### src/rtl/layer_3_scan_controller.sv
// Nested x/y/temp scan sequencer with ready back-pressure for the layer-3 datapath.
// Optional early termination via the abort port when SCAN_ABORT_EN is defined.
`timescale 1ns/1ps
module layer_3_scan_controller #(
  parameter int X_LAST = 29,
  parameter int Y_LAST = 29,
  parameter int T_LAST = 8
) (
  input  logic       clk,
  input  logic       rst,
  input  logic       start,
  input  logic       ready,
`ifdef SCAN_ABORT_EN
  input  logic       abort,
`endif
  output logic       busy,
  output logic       valid,
  output logic [4:0] x,
  output logic [4:0] y,
  output logic [3:0] temp,
  output logic       temp_zero,
  output logic       y_zero,
  output logic       x_zero,
  output logic       done
);

  localparam logic [4:0] XL = 5'(X_LAST);
  localparam logic [4:0] YL = 5'(Y_LAST);
  localparam logic [3:0] TL = 4'(T_LAST);

  typedef enum logic [1:0] {IDLE, RUN, DONE} state_t;

  state_t     state, state_nxt;
  logic [4:0] x_nxt, y_nxt;
  logic [3:0] temp_nxt;

  assign valid     = (state == RUN);
  assign busy      = (state != IDLE);
  assign done      = (state == DONE);
  assign temp_zero = valid && (temp == TL);
  assign y_zero    = temp_zero && (y == YL);
  assign x_zero    = y_zero && (x == XL);

  always_ff @(posedge clk or posedge rst) begin
    if (rst) begin
      state <= IDLE;
      x     <= '0;
      y     <= '0;
      temp  <= '0;
    end else begin
      state <= state_nxt;
      x     <= x_nxt;
      y     <= y_nxt;
      temp  <= temp_nxt;
    end
  end

  always_comb begin
    state_nxt = state;
    x_nxt     = x;
    y_nxt     = y;
    temp_nxt  = temp;
    case (state)
      IDLE: begin
        // Counters are already zero here; clearing keeps IDLE outputs pinned.
        x_nxt    = '0;
        y_nxt    = '0;
        temp_nxt = '0;
        if (start) state_nxt = RUN;
      end
      RUN: begin
`ifdef SCAN_ABORT_EN
        if (abort) begin
          state_nxt = IDLE;
          x_nxt     = '0;
          y_nxt     = '0;
          temp_nxt  = '0;
        end else
`endif
        if (ready) begin
          if (x_zero) begin
            state_nxt = DONE;
            x_nxt     = '0;
            y_nxt     = '0;
            temp_nxt  = '0;
          end else if (temp_zero) begin
            temp_nxt = '0;
            if (y_zero) begin
              y_nxt = '0;
              x_nxt = x + 5'd1;
            end else begin
              y_nxt = y + 5'd1;
            end
          end else begin
            temp_nxt = temp + 4'd1;
          end
        end
      end
      DONE:    state_nxt = IDLE;
      default: state_nxt = IDLE;
    endcase
  end

endmodule

### config.mk
export PLATFORM = sky130hd
export DESIGN_NAME = layer_3_scan_controller
export DESIGN_NICKNAME = d
export VERILOG_FILES = /design/src/rtl/layer_3_scan_controller.sv
export SDC_FILE = /design/constraint.sdc
export NUM_CORES = 1
export LEC_CHECK = 0
export BUFFER_PORTS_ARGS = -buffer_cell sky130_fd_sc_hd__buf_2
export CAP_MARGIN = 15
export CORE_UTILIZATION = 47
export CTS_CLUSTER_SIZE = 16
export DETAILED_ROUTE_END_ITERATION = 7
export PLACE_DENSITY_LB_ADDON = 0.15
export SLEW_MARGIN = 20
export SYNTH_ARGS = -nofsm -noshare
export SYNTH_HDL_FRONTEND = slang
export SYNTH_SLANG_ARGS = --single-unit
### constraint.sdc
create_clock -name clk -period 1.55 [get_ports clk]
set_input_delay 0.155 -clock clk [delete_from_list [all_inputs] [get_ports clk]]
set_output_delay 0.155 -clock clk [all_outputs]
set_load 0.02 [all_outputs]
# Word level (Yosys, flattened, before mapping)
# Index checks and enable logic that the tools add are counted.
dict set report op_classes {
  add_sub_neg 3
  n_mul 0
  n_div 0
  magnitude_cmp 0
  eq_ne 10
  n_shift 0
  mux 18
  bitwise 0
  reduce_logical 10
}
# cell n
set ops {}
lappend ops {{2-to-1 mux 5 bit} 8}
lappend ops {{case mux 5 bit (2 select lines)} 2}
lappend ops {{2-to-1 mux 4 bit} 3}
lappend ops {{adder 5 x 1 -> 5 bit (second input constant)} 2}
lappend ops {{equality test 5 bit (second input constant)} 2}
lappend ops {{case mux 4 bit (2 select lines)} 1}
lappend ops {{2-to-1 mux 2 bit} 3}
lappend ops {{inequality test 3 x 1 -> 1 bit (second input constant)} 2}
lappend ops {{AND reduction 3 bit} 2}
lappend ops {{adder 4 x 1 -> 4 bit (second input constant)} 1}
lappend ops {{equality test 4 bit (second input constant)} 1}
lappend ops {{inequality test 2 bit (second input constant)} 2}
lappend ops {{case mux 2 bit (2 select lines)} 1}
lappend ops {{AND reduction 4 bit} 1}
lappend ops {{nonzero test 2 bit} 2}
lappend ops {{logical AND 1 bit} 3}
lappend ops {{equality test 2 x 1 -> 1 bit (second input constant)} 1}
lappend ops {{equality test 2 bit (second input constant)} 1}
lappend ops {{logical NOT 2 bit} 1}
lappend ops {{inequality test 2 x 1 -> 1 bit (second input constant)} 1}
lappend ops {{AND reduction 2 bit} 1}
dict set report totals {
  reg_bits 16
  latch_bits 0
  ramBits 0
  mem_bits_ro 0
  input_bits 4
  out_inout_bits 20
  wordCells 45
  n_memories 0
}

# Longest topological paths before layout
# Gate-level depths: netlist (run 1).
dict set report depth {
  depth_word 8
  mapped_depth 6
  depth_no_buf 6
}

# Least setup slack after synthesis (run 1)
# No wires, ideal clock.
dict set report synth_path {
  path_type {register -> output}
  startpoint {reg temp[0]}
  endpoint {out x_zero}
  t_arrival_ns 1.533
  required_time_ns 1.395
  setup_slack_ns -0.138
  stages_incl_launch_ff 6
  path_buffers 0
  cell_sequence {dfrtp_1 inv_1 ha_1 and3b_2 nand2_1 nor3_1}
}
dict set report synth_via {
  elab_chain_len 4
}
# item line_no
set synth_rtl {}
lappend synth_rtl {{from (decl)} 20} ;# output logic [3:0] temp,
lappend synth_rtl {{from (signal assigned)} 54} ;# temp <= temp_nxt;
lappend synth_rtl {{equality test 4 bit} 40} ;# assign temp_zero = valid && (temp == TL);
lappend synth_rtl {{logical AND 1 bit} 40}
lappend synth_rtl {{logical AND 1 bit} 41} ;# assign y_zero = temp_zero && (y == YL);
lappend synth_rtl {{logical AND 1 bit} 42} ;# assign x_zero = y_zero && (x == XL);
lappend synth_rtl {{to (decl)} 23} ;# output logic x_zero,
# Every way passes these cells.

# Worst setup path in the final report (run 1)
dict set report layout_path {
  startpoint {reg y[1]}
  endpoint {reg x[4]}
}
dict set report layout_via {
  elab_chain_len 6
  elab_cells_between_ends 9
  classes_between {eq/ne: 3; mux: 3; reduce/logical: 3}
}
# item line_no
set layout_rtl {}
lappend layout_rtl {{from (decl)} 19} ;# output logic [4:0] y,
lappend layout_rtl {{from (signal assigned)} 53} ;# y <= y_nxt;
lappend layout_rtl {{equality test 5 bit *} 41}
lappend layout_rtl {{logical AND 1 bit *} 41}
lappend layout_rtl {{logical AND 1 bit} 42}
lappend layout_rtl {{2-to-1 mux 5 bit} 81} ;# if (x_zero) begin
lappend layout_rtl {{2-to-1 mux 5 bit} 80} ;# if (ready) begin
lappend layout_rtl {{case mux 5 bit (2 select lines)} 63} ;# case (state)
lappend layout_rtl {{to (signal assigned)} 52} ;# x <= x_nxt;
lappend layout_rtl {{to (decl)} 18} ;# output logic [4:0] x,
# Every way passes the cells marked *; elsewhere a longest branch is shown, timed or not. The select of a mux whose other input is x is not followed.
# A chain may end at the register's enable or synchronous reset.

==> results of run 1 <==
[per-layer routing]
metal,vias up,global-route usage,part of all wire,routed length (µm)
met5,-,0,0,0
met4,0,0.144,0.052,187
met3,22,0.0481,0.060,217
met2,76,0.493,0.51,1840
met1,556,0.334,0.38,1380
li1,507,-,-,-
[Yosys cell counts (2+ instances only)]
library cell,count
a21oi_1,5
nand4_1,2
inv_1,10
nand2b_1,3
nand3_1,6
ha_1,6
clkbuf_1,2
a21o_1,3
o21ai_2,2
or4_1,3
xnor2_1,2
nand2_1,13
o21ai_0,4
o21bai_1,2
dfrtp_1,16
nor2_1,7
or3_1,2
o41ai_1,3
[metrics by stage]
stage / instances / hold slack [ns]
after floorplan: 110 / 0.0683
after global placement: 169 / 0.266
after detailed placement: 169 / 0.267
after CTS: 188 / 0.104
after global routing: 193 / 0.0933
final: 193 / 0.107
[layout make-up]
class	instances	area, µm²
fillers	109	354
clock buffers	4	36.3
repair buffers	55	407
flip-flops and latches	16	408
inverters	10	37.5
well taps	27	33.8
multi-input cells	81	706
[timing repair]
item / in CTS / in global routing
pin swaps: 14 / 16
hold buffers: 1 / 0
gates resized for setup: 19 / 30
setup endpoints to repair: 8 / 17
endpoints found under the hold margin: 16 / 0
setup buffers: 14 / 5
[sequential cells by signal (all words and copies together) (netlist names)]
| name | cells |
|---|---|
| x | 5 |
| y | 5 |
| temp | 4 |
| state | 2 |
[how the worst max path moves through the flow]
stage | start | endpoint | slack (ns)
after floorplan | x[0] | x[0] | -0.02
after global placement | x[1] | state[0] | -0.08
after detailed placement | x[1] | state[0] | -0.12
after CTS | temp[1] | x_zero | -0.15
after global routing | x[1] | x_zero | -0.25
final | y[1] | x[4] | -0.21
[cell families (layout without fill, tap and decap cells)]
| family | after synthesis | count (layout) | synth area share |
|---|---|---|---|
| XOR/XNOR | 2 | 2 | 0.0174 |
| buffers and inverters | 13 | 69 | 0.0498 |
| AO/OA/AOI/OAI | 26 | 26 | 0.192 |
| flip-flops | 16 | 16 | 0.399 |
| adder cells (fa/ha/maj) | 6 | 6 | 0.0747 |
| AND/OR/NAND/NOR | 47 | 47 | 0.268 |
[power by group]
group	switching [µW]	total, µW	internal (µW)	leakage (µW)
Combinational	453	837	384	0.000568
Sequential	107	610	502	0.000204
Clock	154	297	143	0.0000210
[worst register-to-register path, stage by stage (launching register included)]
cell      delay [ns]
dfrtp_2         0.45
inv_2           0.07
ha_4            0.14
and4_4          0.25
buf_6           0.11
nand3_4         0.11
buf_6           0.15
o211ai_1        0.20
o31ai_1         0.14
[layout by cell type (no fill, tap or decap), types with 3 or more instances in the layout]
| master | instances |
|---|---|
| a21o_1 | 3 |
| buf_2 | 20 |
| buf_4 | 23 |
| buf_6 | 11 |
| clkbuf_4 | 3 |
| dfrtp_1 | 10 |
| dfrtp_2 | 6 |
| ha_1 | 3 |
| ha_4 | 3 |
| inv_1 | 6 |
| inv_2 | 4 |
| nand2_1 | 11 |
| nand3_1 | 5 |
| nor2_1 | 4 |
| o21ai_2 | 5 |
==> flow_results.org, run 1 <==
** Run status
- The flow ran to the end, but the final reports show violations.
- Violations in the final reports :: negative setup slack

** Drt
- Via-to-Cell Ratio :: 6.02
- Dividing the detail-routed wire length by the instance count gives 18.8 µm.
- Summed over all layers, the routed wires come to 3.63 mm.
- The count of nets left with antenna violations once routing finished came out at 0.
- For this block, the initial DRC count from the detailed router was 58.
- The pre-antenna-repair detailed-routing pass consisted of 6 iterations.
- DR DRC count :: 0
- Summing over every cut layer, the via total after detailed routing is 1161.

** Floorplanning
- Standard-cell rows :: 16
- The floorplan step defined a die boundary enclosing 2330 µm².
- 24 I/O pins were placed.
- For this configuration, the core starts out at a cell density of 0.507.
- After floorplanning, the core was sized to cover 1980 µm².
- The die is 48.2 µm wide.
- Height of the chip :: 48.2 µm

** Critical path
- On the critical path the largest part of the delay comes from flip-flops.
- On the critical path, the stage with the largest delay is an instance of dfrtp_2.
- The critical path in this run is classified as reg -> reg.
- The critical path goes through inv_2 -> ha_4 -> and4_4 -> buf_6 -> nand3_4 -> buf_6 -> o211ai_1 -> o31ai_1.
- The endpoint identified for the worst register-to-register timing path is x[4].
- Worst path required time :: 1.71 ns
- Across all register-to-register paths, the minimum setup slack is -0.21 ns.
- Startpoint kind of the worst setup timing path :: flip-flop
- The critical path contains buffers and inverters numbering 3 combined.
- Critical register-to-register path startpoint :: y[1]
- Nature of the critical path endpoint :: flip-flop
- The cell that appears most often on the critical path is buf_6.
- CP arrival :: 1.92 ns
- Max stage delay on crit path :: 0.45 ns
- Max Fanout on Critical Path :: 6
- For the worst flop-to-flop path, the logic depth is 8.
- The critical path runs through a total of 8 cells.

** Clock tree
- Cell chosen for the clock root :: clkbuf_4
- Number of buffers added by the clock tree synthesis step :: 3
- Clock tree synthesis found a total of 16 sinks.
- TritonCTS built the clock tree.
- H-tree levels :: 1
- Clock transition at the registers of the reported paths :: 0.11 ns
- For the worst-skew pair, the clock arrives at the later sink with an insertion delay of 0.29 ns.
- No sink is reached through more buffers than the 2 on the longest clock path.

** Layout
- Measured on the finished design, the core utilization comes to 0.821.
- The area growth from synthesis to layout is 62.0%.
- Ant. Diodes :: 0
- Final net count :: 177
- In the final layout, the share of cells above drive strength 1 is 0.584.
- Summed area of non-filler cells in the final layout :: 1630 µm²

** Logic synthesis
- Number of distinct library cells after synthesis :: 37
- After synthesis, the cell types taking the most area are dfrtp_1, ha_1, nand2_1, inv_1, nand3_1.
- Register bit total from synthesis :: 16
- Post-synthesis cell type with the largest combined area :: dfrtp_1
- Synth Net Count :: 120
- Mean cell area of the mapped netlist :: 9.13 µm²
- In this run, synthesis inferred 0 flip-flops with an integrated enable.
- For this run, the register share of the synthesized area comes to 0.399.
- Among all flip-flop cells after synthesis, the most frequent one is dfrtp_1.
- Counting every instance in the synthesized netlist gives 110.
- The Yosys step of the flow raised 0 warnings.
- Post-synth ARST share :: 1.00
- In this run the cell area of the synthesized design comes to 1000 µm².
- Top-area cell type share of the netlist area :: 0.399

** STA
- Setup tns final :: -2.08 ns
- RSZ-0062 raised after global routing :: yes
- Worst-Margin Slew :: 0.655 ns
- For the finished layout, the period the worst path requires is 1.76 ns.
- Part of the cycle the worst path needs :: 1.13
- Setup slack on the critical path of the routed design comes to -0.208 ns.
- The max-slew violation count is 0.
- Final Setup Violations :: 16
- The number of hold violations in the final report came to 0.
- Based on the critical path, the design can be clocked at up to 569 MHz.
- For the final database, setup skew stands at 0.00558 ns.
- Headroom to the max-slew limit came out at 0.563.

** GRT
- The first global-routing pass estimated 4.46 mm of wire.
- For this run the aggregate overflow at the end of global routing stands at 0.
- The number of antenna violations at the first check in global routing came to 0.
- All-layer global routing usage :: 0.284
- Via count of the first global-routing pass :: 988
- Pin count of the biggest net entering global routing :: 17

** Power
- For this design the ratio of total power to cell area is 1070 nW/µm².
- The worst-case IR drop observed on VDD is 776 µV.
- Total power for the finished layout comes to 1740 µW.
- Leakage :: 0.000793 µW

** Place
- Placed Area :: 1260 µm²
- Port buffer count :: 23
- OpenSTA, run right after detailed placement, puts the worst setup slack at -0.122 ns.
- At the end of routability-driven placement, the weighted congestion stood at 0.780.
- Post-DP HPWL :: 1.95 mm

** Worst hold path
- Worst Hold Launch :: start
- For hold timing, the worst endpoint is state[0].
- Kind of path behind the tightest hold check :: in -> reg
- Hold path depth :: 2

** Run
- Across the run, the number of max-cap violations was 0.
(Power assumes the default switching activity.)
==> run 2: changes to the inputs <==
--- a/config.mk
+++ b/config.mk
@@ -7,6 +7,7 @@
 export LEC_CHECK = 0
 export BUFFER_PORTS_ARGS = -buffer_cell sky130_fd_sc_hd__buf_2
 export CAP_MARGIN = 15
+export CORE_ASPECT_RATIO = 1.1
 export CORE_UTILIZATION = 47
 export CTS_CLUSTER_SIZE = 16
 export DETAILED_ROUTE_END_ITERATION = 7
==> flow_results.org, run 2 (synthesis results as in run 1) <==
** Run status
- Result of the run: finished with violations (unchanged).
- Violations in the final reports: negative setup slack (unchanged).

** Floorplanning
- Die width :: 46.1 µm (was 48.2 µm)
- The number of I/O pins came to 24 (unchanged).
- The number of rows created at floorplan came to 17 (was 16).
- Area of the core :: 2020 µm² (was 1980 µm²)
- The die extent in y came to 50.5 µm (was 48.2 µm).
- The starting density of the core was 0.497 (was 0.507).
- The floorplan die area was 2330 µm² (about the same).

** Critical path
- CP arrival :: 1.56 ns (was 1.92 ns)
- Critical path buffer and inverter count :: 2 (was 3)
- CP cell instances :: inv_2 -> ha_4 -> and3b_2 -> nand2_4 -> nor3_4 -> buf_6 (was inv_2 -> ha_4 -> and4_4 -> buf_6 -> nand3_4 -> buf_6 -> o211ai_1 -> o31ai_1)
- Worst path required time :: 1.39 ns (was 1.71 ns)
- The family of cells with the greatest summed delay on the critical path is simple AND/OR/NAND/NOR gates (was flip-flops).
- Max Fanout on Critical Path :: 3 (was 6)
- The start-to-end type of the worst setup path is reg -> out (was reg -> reg).
- The slack of the worst reg-to-reg path is -0.15 ns (was -0.21 ns).
- The endpoint kind of the worst setup timing path is an output pin (was flip-flop).
- Startpoint kind of the worst setup timing path :: flip-flop (unchanged)
- Max stage delay on crit path :: 0.42 ns (was 0.45 ns)
- Master of the slowest instance on the critical path :: dfrtp_2 (unchanged)

** Place
- Port buffer count :: 23 (unchanged)
- The post-place setup slack is -0.151 ns (was -0.122 ns).
- The routability congestion estimate came to 0.832 (was 0.780).
- The area after detailed placement came to 1260 µm² (about the same).
- The post-DP HPWL is 1.87 mm (was 1.95 mm).

** STA
- Count of final max-slew check failures :: 0 (unchanged)
- The number of setup violations in the final report was 14 (was 16).
- RSZ-0062 raised after global routing :: yes (unchanged)
- Part of the cycle the worst path needs :: 1.10 (was 1.13)
- The worst-case setup margin in the final layout came to -0.160 ns (was -0.208 ns).
- Worst-Margin Slew :: 0.631 ns (was 0.655 ns)
- Setup tns final :: -1.27 ns (was -2.08 ns)
- Final worst clock skew :: 0.00489 ns (was 0.00558 ns)
- Final hold violations :: 0 (unchanged)
- The timing-limited maximum frequency was 585 MHz (was 569 MHz).
- Headroom to the max-slew limit :: 0.579 (was 0.563)
- Final Critical Period :: 1.71 ns (was 1.76 ns)

** Power
- Leakage :: 0.000735 µW (was 0.000793 µW)
- The part of the total power dissipated in combinational logic is 0.478 (was 0.480).
- The internal portion of total power is 948 µW (was 1030 µW).
- The switching power total came to 644 µW (was 715 µW).
- The worst vdd rail ir drop came to 971 µV (was 776 µV).
- Power density over cell area :: 1060 nW/µm² (was 1070 nW/µm²)
- Total power of the final layout :: 1590 µW (was 1740 µW)
- Switching share of power :: 0.405 (was 0.410)
- Clock share of power :: 0.146 (was 0.170)
- Sequential share of power :: 0.376 (was 0.350)

** Drt
- The via-per-instance ratio came to 5.67 (was 6.02).
- The total wire length was 2.85 mm (was 3.63 mm).
- Routed Antenna Nets :: 0 (unchanged)
- DR DRC count :: 0 (unchanged)
- Wire per inst :: 15.3 µm (was 18.8 µm)
- Number of iterations in the first detailed-routing pass :: 4 (was 6)
- The detailed-route via count is 1055 (was 1161).
- The number of design-rule violations left by the first detailed-router iteration was 16 (was 58).

** Layout
- The post-layout net count is 169 (was 177).
- Commonest non-fill, non-tap cell in the layout :: buf_4 (unchanged)
- Most frequent cells in the layout: buf_4, buf_2, nand2_1 (was buf_4, buf_2, nand2_1, buf_6, dfrtp_1).
- Summed area of non-filler cells in the final layout :: 1500 µm² (was 1630 µm²)
- Share of layout cells above drive strength 1 :: 0.519 (was 0.584)
- Area grow syn2layout :: 49.2% (was 62.0%)
- Layout fillers :: 146 (was 109)
- The antenna cell count is 0 (unchanged).
- Largest registers in the final layout: x: 5 flops, y: 5 flops, temp: 4 flops (unchanged).

** GRT
- The largest net degree at the start of global routing was 17 (unchanged).
- The number of global-route vias before repair came to 983 (was 988).
- The final global-route overflow total was 0 (unchanged).
- The number of antenna violations at the first check in global routing is 0 (unchanged).
- All-layer global routing usage :: 0.270 (was 0.284)
- The first-pass GRT wire length was 4.57 mm (was 4.46 mm).

** Clock tree
- H-tree levels :: 1 (unchanged)
- Clock transition at the registers of the reported paths :: 0.10 ns (was 0.11 ns)
- The maximum root-to-sink buffer count is 2 (unchanged).
- The number of buffers added by the clock tree synthesis step was 3 (unchanged).
- CTS sink cnt :: 16 (unchanged)
- The clock latency of the later-clocked register in the worst-skew pair came to 0.28 ns (was 0.29 ns).
- CTS tree :: yes (unchanged)
- The clock tree root driver cell is clkbuf_4 (unchanged).

** Worst hold path
- Kind of path behind the tightest hold check :: in -> reg (unchanged)

** Run
- Number of violations of the max-capacitance limit :: 0 (unchanged)
run 2: cell count changes in the layout (fill, tap and decap cells not counted), moves of 2 or more:
| cell | before | now |
|---|---|---|
| buf_6 | 11 | 2 |
| o41ai_1 | 2 | 0 |
| o21ai_2 | 5 | 2 |
| o21ai_1 | 1 | 3 |
| o41ai_2 | 0 | 3 |
| nor2_1 | 4 | 6 |
run 2: cell type report:
cell class,count,area (µm²),area share
Timing Repair Buffer,47,313,0.209
Inverter,10,37.5,0.0250
Clock buffer,4,26.3,0.0175
Tap cell,28,35.0,0.0234
Sequential cell,16,408,0.272
Multi-Input combinational cell,81,679,0.453
run 2: path summary, 6_finish.rpt:
check	from	cells after the start	to
max	temp[1]	6	x_zero
min in group asynchronous	rst	3	state[1]
min	start	2	state[0]
min reg2reg	y[4]	1	y[4]
max reg2reg	temp[1]	7	x[2]
max in group asynchronous	rst	3	x[1]
run 2: power groups by stage:
| stage | clock network (µW) | logic (µW) | registers, µW |
|---|---|---|---|
| global route | 261 | 845 | 610 |
| finish | 233 | 761 | 599 |
| detailed placement | 0 | 634 | 592 |
| CTS | 235 | 694 | 594 |
| global placement | 0 | 612 | 586 |
| floorplan | 0 | 272 | 705 |
run 2: routing by layer:
layer  global-route usage  up-vias  wire (µm)
li1                     -      493          -
met1                0.343      517       1140
met2                0.455       37       1470
met3               0.0216        8        141
met4                0.113        0         89
met5                    0        -          0
run 2: metrics by stage:
stage / cells / utilization / hold slack, ns
2_1_floorplan: 110 / - / 0.0683
3_3_place_gp: 171 / 0.626 / 0.258
3_5_place_dp: 171 / 0.626 / 0.263
4_1_cts: 182 / 0.697 / 0.105
5_1_grt: 186 / 0.742 / 0.0894
6_report: 186 / 0.742 / 0.108
run 2: worst register-to-register path: stages, from the launching register on:
cell,delay [ns]
dfrtp_2,0.42
inv_2,0.07
ha_4,0.14
and3b_2,0.24
buf_4,0.14
nand3_4,0.11
or4_4,0.44
nand3_2,0.08
run 2: what timing repair did:
| action | 4_1_cts | 5_1_grt |
|---|---|---|
| setup buffers | 6 | 4 |
| pin swaps | 14 | 9 |
| resized for setup | 18 | 13 |
| hold buffers | 1 | 0 |
| hold endpoints to repair | 16 | 0 |
| setup endpoints to repair | 7 | 18 |
